--- src/rtl/memory_arbiter_pkg.sv ---
// Shared types and constants for memory_arbiter: arbitration states, the latched
// memory command and the default fetch starvation limit.
package memory_arbiter_pkg;

    // Default number of back-to-back data grants tolerated while fetch waits.
    localparam int unsigned STARVE_LIMIT_DEFAULT = 4;

    // Widest address the latched command can carry.
    localparam int unsigned MAX_ADDR_WIDTH = 32;

    typedef enum logic [2:0] {
        IDLE,
        FETCH_REQ,
        FETCH_WAIT,
        DATA_REQ,
        DATA_WAIT,
        DRAIN
    } arbState_;

    typedef struct packed {
        logic                      write;
        logic [MAX_ADDR_WIDTH-1:0] address;
        logic [31:0]               writeData;
        logic [3:0]                byteEnable;
    } memCommand_;

    // Fetches are always full-word reads.
    function automatic memCommand_ fetch_command(input logic [MAX_ADDR_WIDTH-1:0] address);
        memCommand_ cmd;
        cmd.write      = 1'b0;
        cmd.address    = address;
        cmd.writeData  = '0;
        cmd.byteEnable = 4'hF;
        return cmd;
    endfunction

    // Loads ignore the requested lanes and read the whole word.
    function automatic memCommand_ data_command(input logic                      write,
                                                input logic [MAX_ADDR_WIDTH-1:0] address,
                                                input logic [31:0]               writeData,
                                                input logic [3:0]                byteEnable);
        memCommand_ cmd;
        cmd.write      = write;
        cmd.address    = address;
        cmd.writeData  = writeData;
        cmd.byteEnable = write ? byteEnable : 4'hF;
        return cmd;
    endfunction

endpackage

--- src/rtl/memory_arbiter.sv ---
// memory_arbiter: shares the single external memory port between instruction fetch
// and the load/store unit. One transaction outstanding at a time, data has priority,
// stale fetch responses after a redirect are drained silently.
// Optional: define MEMORY_ARBITER_FAIRNESS_EN to force a fetch grant after
// STARVE_LIMIT consecutive data grants made while fetch was waiting.
module memory_arbiter
    import memory_arbiter_pkg::*;
#(
    parameter int unsigned STARVE_LIMIT = STARVE_LIMIT_DEFAULT,
    parameter int unsigned ADDR_WIDTH   = 32
) (
    input  logic                  clock,
    input  logic                  reset,
    // Instruction fetch
    input  logic                  fetchRequest,
    input  logic [ADDR_WIDTH-1:0] fetchAddress,
    input  logic                  fetchKill,
    output logic [31:0]           instructionData,
    output logic                  instructionDataValid,
    // Load/store unit
    input  logic                  dataRequest,
    input  logic                  dataWrite,
    input  logic [ADDR_WIDTH-1:0] dataAddress,
    input  logic [31:0]           dataWriteData,
    input  logic [3:0]            dataByteEnable,
    output logic [31:0]           dataReadData,
    output logic                  dataValid,
    // Memory port
    output logic                  memRequest,
    output logic                  memWrite,
    output logic [ADDR_WIDTH-1:0] memAddress,
    output logic [31:0]           memWriteData,
    output logic [3:0]            memByteEnable,
    input  logic                  memReady,
    input  logic                  memResponseValid,
    input  logic [31:0]           memReadData
);

    arbState_   state_q;
    memCommand_ command_q;
    logic       grant_fetch;
    logic       grant_data;
    logic       fetch_forced;

`ifdef MEMORY_ARBITER_FAIRNESS_EN
    localparam int unsigned StarveWidth = $clog2(STARVE_LIMIT + 1);

    logic [StarveWidth-1:0] starve_q;

    assign fetch_forced = (starve_q == StarveWidth'(STARVE_LIMIT));

    // Saturating count of data grants that overtook a waiting fetch.
    always_ff @(posedge clock or posedge reset) begin
        if (reset) begin
            starve_q <= '0;
        end else if (!fetchRequest || grant_fetch) begin
            starve_q <= '0;
        end else if (grant_data && !fetch_forced) begin
            starve_q <= starve_q + StarveWidth'(1);
        end
    end
`else
    assign fetch_forced = 1'b0;
`endif

    // A killed fetch is never granted; a forced fetch overrides data priority.
    assign grant_fetch = (state_q == IDLE) && fetchRequest && !fetchKill &&
                         (!dataRequest || fetch_forced);
    assign grant_data  = (state_q == IDLE) && dataRequest && !grant_fetch;

    assign memWrite      = command_q.write;
    assign memAddress    = command_q.address[ADDR_WIDTH-1:0];
    assign memWriteData  = command_q.writeData;
    assign memByteEnable = command_q.byteEnable;

    // Arbitration FSM with registered command, request and response outputs.
    always_ff @(posedge clock or posedge reset) begin
        if (reset) begin
            state_q              <= IDLE;
            command_q            <= '0;
            memRequest           <= 1'b0;
            instructionData      <= '0;
            instructionDataValid <= 1'b0;
            dataReadData         <= '0;
            dataValid            <= 1'b0;
        end else begin
            instructionDataValid <= 1'b0;
            dataValid            <= 1'b0;
            unique case (state_q)
                IDLE: begin
                    if (grant_data) begin
                        command_q  <= data_command(dataWrite, MAX_ADDR_WIDTH'(dataAddress),
                                                   dataWriteData, dataByteEnable);
                        memRequest <= 1'b1;
                        state_q    <= DATA_REQ;
                    end else if (grant_fetch) begin
                        command_q  <= fetch_command(MAX_ADDR_WIDTH'(fetchAddress));
                        memRequest <= 1'b1;
                        state_q    <= FETCH_REQ;
                    end
                end
                FETCH_REQ: begin
                    if (fetchKill) begin
                        // Accepted this cycle means a response is still coming.
                        memRequest <= 1'b0;
                        state_q    <= memReady ? DRAIN : IDLE;
                    end else if (memReady) begin
                        memRequest <= 1'b0;
                        state_q    <= FETCH_WAIT;
                    end
                end
                FETCH_WAIT: begin
                    if (memResponseValid) begin
                        if (!fetchKill) begin
                            instructionData      <= memReadData;
                            instructionDataValid <= 1'b1;
                        end
                        state_q <= IDLE;
                    end else if (fetchKill) begin
                        state_q <= DRAIN;
                    end
                end
                DATA_REQ: begin
                    if (memReady) begin
                        memRequest <= 1'b0;
                        state_q    <= DATA_WAIT;
                    end
                end
                DATA_WAIT: begin
                    if (memResponseValid) begin
                        if (!command_q.write) begin
                            dataReadData <= memReadData;
                        end
                        dataValid <= 1'b1;
                        state_q   <= IDLE;
                    end
                end
                DRAIN: begin
                    if (memResponseValid) begin
                        state_q <= IDLE;
                    end
                end
                default: begin
                    memRequest <= 1'b0;
                    state_q    <= IDLE;
                end
            endcase
        end
    end

endmodule

--- config.mk ---
export PLATFORM = sky130hd
export DESIGN_NAME = memory_arbiter
export DESIGN_NICKNAME = d
export VERILOG_FILES = /design/src/rtl/memory_arbiter_pkg.sv /design/src/rtl/memory_arbiter.sv
export SDC_FILE = /design/constraint.sdc
export NUM_CORES = 1
export LEC_CHECK = 0
export CORE_UTILIZATION = 41
export DETAILED_ROUTE_END_ITERATION = 7
export PLACE_DENSITY_LB_ADDON = 0.2
export SLEW_MARGIN = 20
export SYNTH_ARGS = -nofsm -noshare
export SYNTH_HDL_FRONTEND = slang
export SYNTH_SLANG_ARGS = --single-unit
--- constraint.sdc ---
create_clock -name clock -period 5.63 [get_ports clock]
set_input_delay 0.8445 -clock clock [delete_from_list [all_inputs] [get_ports clock]]
set_output_delay 0.8445 -clock clock [all_outputs]
set_load 0.05 [all_outputs]
Word level (Yosys, flattened, before mapping):

Cells that the tools add are included.

* bits in registers: 139
* latch bits: 0
* bits in writable memories: 0
* memory bits (read-only): 0
* bits of input ports: 140
* output and inout bits: 136
* logic and storage cells: 63
* memories kept: 0

* add/sub/neg operators: 0
* $mul: 0
* div/mod/pow operators: 0
* order comparisons: 0
* equal/unequal tests: 10
* shifts and indexed selects: 0
* multiplexer cells: 23
* bitwise logic cells: 3
* reductions and logical operators: 17

Operator list (count)
* $mux 69: 2
* $mux 3: 9
* $pmux 3 s5: 1
* $mux 1: 9
* $ne 3x3->1 const B: 3
* $eq 3x2->1 const B: 2
* $eq 3x3->1 const B: 2
* $reduce_and 3->1: 2
* $logic_and 1x1->1: 5
* $reduce_and 5->1: 1
* $mux 4: 1
* $pmux 1 s4: 1
* $reduce_and 2->1: 2
* $eq 3x1->1 const B: 1
* $logic_not 1->1: 3
* $logic_not 3->1: 1
* $not 1->1: 3
* $reduce_or 3->1: 1
* $ne 2x1->1 const B: 1
* $ne 2x2->1 const B: 1
* $reduce_bool 2->1: 1
* $reduce_or 2->1: 1

Longest topological paths before layout:

* word-level depth: 8
* mapped depth: 7
* depth with buffers taken out: 4

Worst setup path before layout:

OpenSTA, ideal clock, no wires.

* kind: input -> register
* from: in memResponseValid
* to: reg dataReadData[19]
* library setup time: 0.125 ns
* arrival time: 1.729 ns
* data required time: 5.505 ns
* slack: 3.777 ns
* stages: 4
* buffers on the path: 1
* path through: nand2_1 > nor4_4 > buf_6 > mux2_2

* longest elaborated chain between the ends: 1

RTL lines
* start: declaration: line memory_arbiter.sv:35 `input logic memResponseValid,`
* $reduce_and 3->1 (no line)
* end signal: assignment: line memory_arbiter.sv:132 `dataReadData <= memReadData;`
* end: declaration: line memory_arbiter.sv:26 `output logic [31:0] dataReadData,`

Every way passes these cells.
A chain may end at the register's enable or synchronous reset.

Worst setup path in the final report:

* from: in fetchKill
* to: reg command_q, in the netlist memAddress[6]

* longest elaborated chain between the ends: 7
* elaborated cells on any way between the ends: 8
* classes of those cells: mux (1); reduce/logical (7)

RTL lines
* start: declaration: line memory_arbiter.sv:17 `input logic fetchKill,`
* $logic_not 1->1 (*)
* $logic_and 1x1->1 (*) (2 in series): line memory_arbiter.sv:67 `assign grant_fetch = (state_q == IDLE) && fetchRequest && !fetchKill &&`
* $logic_not 1->1: line memory_arbiter.sv:69 `assign grant_data = (state_q == IDLE) && dataRequest && !grant_fetch;`
* $logic_and 1x1->1: line memory_arbiter.sv:69
* $reduce_bool 2->1 (no line)
* $reduce_and 2->1 (no line)
* end signal: assignment: line memory_arbiter.sv:92 `command_q <= data_command(dataWrite, MAX_ADDR_WIDTH'(dataAddress),`
* end signal: assignment: line memory_arbiter.sv:97 `command_q <= fetch_command(MAX_ADDR_WIDTH'(fetchAddress));`
* end: declaration: line memory_arbiter.sv:40 `memCommand_ command_q;`

Mark *: on every way between the ends. The rest lies on a longest branch, timed or not.

==> metrics.md <==
| Metric | Value |
|---|---|
| CP Capture Type | `flip-flop` |
| Outcome | `finished clean` |
| Prevailing post-synth register cell | `dfrtp_1` |
| Number of global-route vias before repair | `about 4.5k` |
| Crit-path leading delay family | `buffers and inverters` |
| Pre-CTS setup slack | `roughly 2.5 ns` |
| Syn Nets | `between 500 and 600` |
| Top post-synthesis cells by area | `dfrtp_1 62%, mux2_4 7.8%, mux2_2 6.2%, a22o_1 5.0%, o22ai_1 3.6%` |
| Ys async rst share | `100%` |
| DIE HEIGHT | `about 120 um` |
| Initial Util | `a little over two fifths` |
| DP Wirelength | `roughly 11000 um` |
| Most Crowded Layer GR | `met2` |
| Post-CTS sizing | `0` |
| Met1 usage | `26.4%` |
| Worst Path Arrival | `about 3 ns` |
| Area occupied by multi-input gates | `around 0.0019 mm^2` |
| I/O pin cnt | `approximately 280` |
| Worst setup margin | `~2.9 ns` |
| Register bit total from synthesis | `139` |
| Mapped Avg Cell Area | `13.8 um^2` |
| Synth top cells by count | `139 x dfrtp_1, 39 x nand2_1, 32 x a22o_1, 32 x o22ai_1, 31 x mux2_2` |
| Postcts setup bufs | `0` |
| Die ar. | `~0.014 mm^2` |
| Routed Antenna Nets | `0` |
| FMAX | `about 360 MHz` |
| Slew @ Worst Pin | `0.957 ns` |
| Tot Pwr | `6.36 mW` |
| Yosys warns | `0` |
| Area share of the largest cell type after synthesis | `between 60% and 70%` |
| Core region area | `approximately 0.013 mm^2` |
| Area after DPL | `0.00840 mm^2` |
| Share of cells above drive strength 1 | `about 15%` |
| Maximum fanout along the worst path | `71` |
| Area growth syn-to-layout | `60.7%` |
| Aggregate global routing overflow | `0` |
| # diodes | `0` |
| P per Cell Area | `roughly 710 mW/mm^2` |
| CP max-delay cell | `buf_4` |
| Met2 Resource Use GR | `37.2%` |
| Cell with the most instances after synthesis | `dfrtp_1` |
| Fraction of the yosys area taken by sequential cells | `between 60% and 70%` |
| Cell variety after synth | `37` |
| Fin util | `67.8%` |
| Worst clock skew | `between 0.01 and 0.015 ns` |
| Final period util | `approximately 50%` |
| Buf+Inv Stages, Crit Path | `2` |
| GRT met3 Usage | `approximately 6.6%` |
| Reg area | `roughly 0.0035 mm^2` |
| Nets | `814` |
| DRC | `0` |
| Drt wl/cell | `between 15 and 20 um` |
| Clock insertion delay at the later pin of the skew report | `~0.4 ns` |
| Gr usage total | `between 20% and 30%` |
| Global-route wire length before repair | `around 24000 um` |
| CTS Hold Bufs | `0` |
| Post-synth EDFFs | `0` |
| Count of final max-slew check failures | `0` |
| Worst path max stage delay | `approximately 0.65 ns` |
| Final setup viols | `0` |
| Hold/Removal Path Class | `reg2reg` |
| CTS Buffer Depth | `2` |
| Fill count | `roughly 990` |
| DR iter-0 viols | `slightly below 200` |
| TritonCTS Buffers | `17` |
| Die X | `119 um` |
| Crit path cell chain | `clkdlybuf4s50_1, nor2b_1, o21ai_4, buf_4, nand2_1, o21ai_1` |
| Worst-path clk slew | `about 0.060 ns` |
| Clk sink count | `between 100 and 150` |
| Peak VDD IR | `between 0.2 and 0.3 mV` |
| Post-synthesis cell area | `roughly 0.0056 mm^2` |
| Final Hold Viols | `0` |
| RSZ-0062 raised after global routing | `false` |
| Drt first pass iters | `4` |
| H-tree depth | `4` |
| DR vias/cell | `5.03` |
| Root buffer cell | `clkbuf_16` |
| Gpl congestion | `approximately 0.8` |
| DR vias | `~4.3k` |
| Crit path kind | `in2reg` |
| Fin crit period | `roughly 2.7 ns` |
| Initial antenna violation count | `0` |
| Slew HR | `between 30% and 40%` |
| Static leakage | `roughly 4 nW` |
| Crit path required time | `a little under 6 ns` |
| CTS tree | `yes` |
| Largest net degree at the start of global routing | `98` |
| Number of buffers added on ports | `around 280` |
| Total wire length | `around 15000 um` |
| Rows | `42` |
| Mapped Cells | `406` |
| Maxcap violations | `0` |
| Cell taking the most area after synthesis | `dfrtp_1` |
| Setup TNS | `0 ns` |
| Post-route cell area | `around 0.009 mm^2` |
| Critical Path Source Type | `primary input` |
[worst paths after layout]
kind / from / to / slack [ns] / cells past startpoint
max: fetchKill / memAddress[6]$_DFFE_PP0P_ / 2.88 / 6
min: memAddress[29]$_DFFE_PP0P_ / memAddress[29]$_DFFE_PP0P_ / 0.48 / 2
max reg2reg: state_q[1]$_DFFE_PP0P_ / memByteEnable[1]$_DFFE_PP0P_ / 3.45 / 4
min reg2reg: memAddress[29]$_DFFE_PP0P_ / memAddress[29]$_DFFE_PP0P_ / 0.48 / 2
max in group asynchronous: reset / memAddress[3]$_DFFE_PP0P_ / 3.57 / 3
min in group asynchronous: reset / instructionData[2]$_DFFE_PP0P_ / 0.98 / 2
[area by class of cell]
class | instances | share of cell area [%]
Timing Repair Buffer | 278 | 30.8
Clock inverter | 13 | 1.83
Tap cell | 176 | 2.44
Clock buffer | 18 | 4.87
Sequential cell | 139 | 38.6
Inverter | 5 | 0.264
Multi-Input combinational cell | 233 | 21.2
[flip-flops by register name, indices dropped and copies added (netlist names)]
register,cells
memWriteData,32
instructionDataValid,1
instructionData,32
dataReadData,32
memAddress,32
dataValid,1
memWrite,1
memRequest,1
state_q,3
memByteEnable,4
[worst register-to-register path, cell delays in order (launching register included)]
cell and delay [ns]:
dfrtp_1 0.55, nor3_4 0.38, and2_4 0.62, nand2_1 0.28, o22a_1 0.25
[through the flow]
stage / cells / hold slack, ns
after floorplan: 406 / 0.554
after global placement: 831 / 0.465
after detailed placement: 831 / 0.470
after CTS: 862 / 0.483
after global routing: 862 / 0.512
final: 862 / 0.477
[layout by cell type, fill, tap and decap left out, types with 2 or more instances in the layout]
master / count
clkinv_4: 3
dfrtp_1: 139
mux2_1: 5
inv_1: 4
clkbuf_16: 17
nand2_1: 39
nor2b_1: 2
clkinv_2: 3
inv_6: 4
o21ai_1: 18
o22ai_1: 32
bufinv_16: 3
a21oi_1: 2
mux2_4: 29
nor2_1: 3
a22o_1: 32
o21ai_0: 15
o22a_1: 5
clkdlybuf4s50_1: 275
mux2_2: 31
buf_4: 3
a211oi_1: 2
[where the power goes]
| group | leakage (nW) | internal [mW] | switching (mW) | total (mW) |
|---|---|---|---|---|
| Clock | 0.297 | 0.710 | 0.427 | 1.14 |
| Sequential | 1.72 | 1.46 | 0.286 | 1.74 |
| Combinational | 1.90 | 1.27 | 2.21 | 3.48 |
| Total | 3.92 | 3.44 | 2.92 | 6.36 |
[kinds of logic after synthesis]
family | Yosys count | share of synthesized area (%)
AO/OA/AOI/OAI | 112 | 13.6
flip-flops | 139 | 62.0
buffers and inverters | 34 | 4.17
AND/OR/NAND/NOR | 55 | 5.00
multiplexers | 66 | 15.2
[layer usage]
layer / up-vias / routed length, um
met1: 2078 / 6080
met2: 218 / 7490
met4: 0 / 346
met3: 22 / 1120
met5: - / 0
li1: 2016 / -
Note: power is estimated with default switching activity, not from simulation.
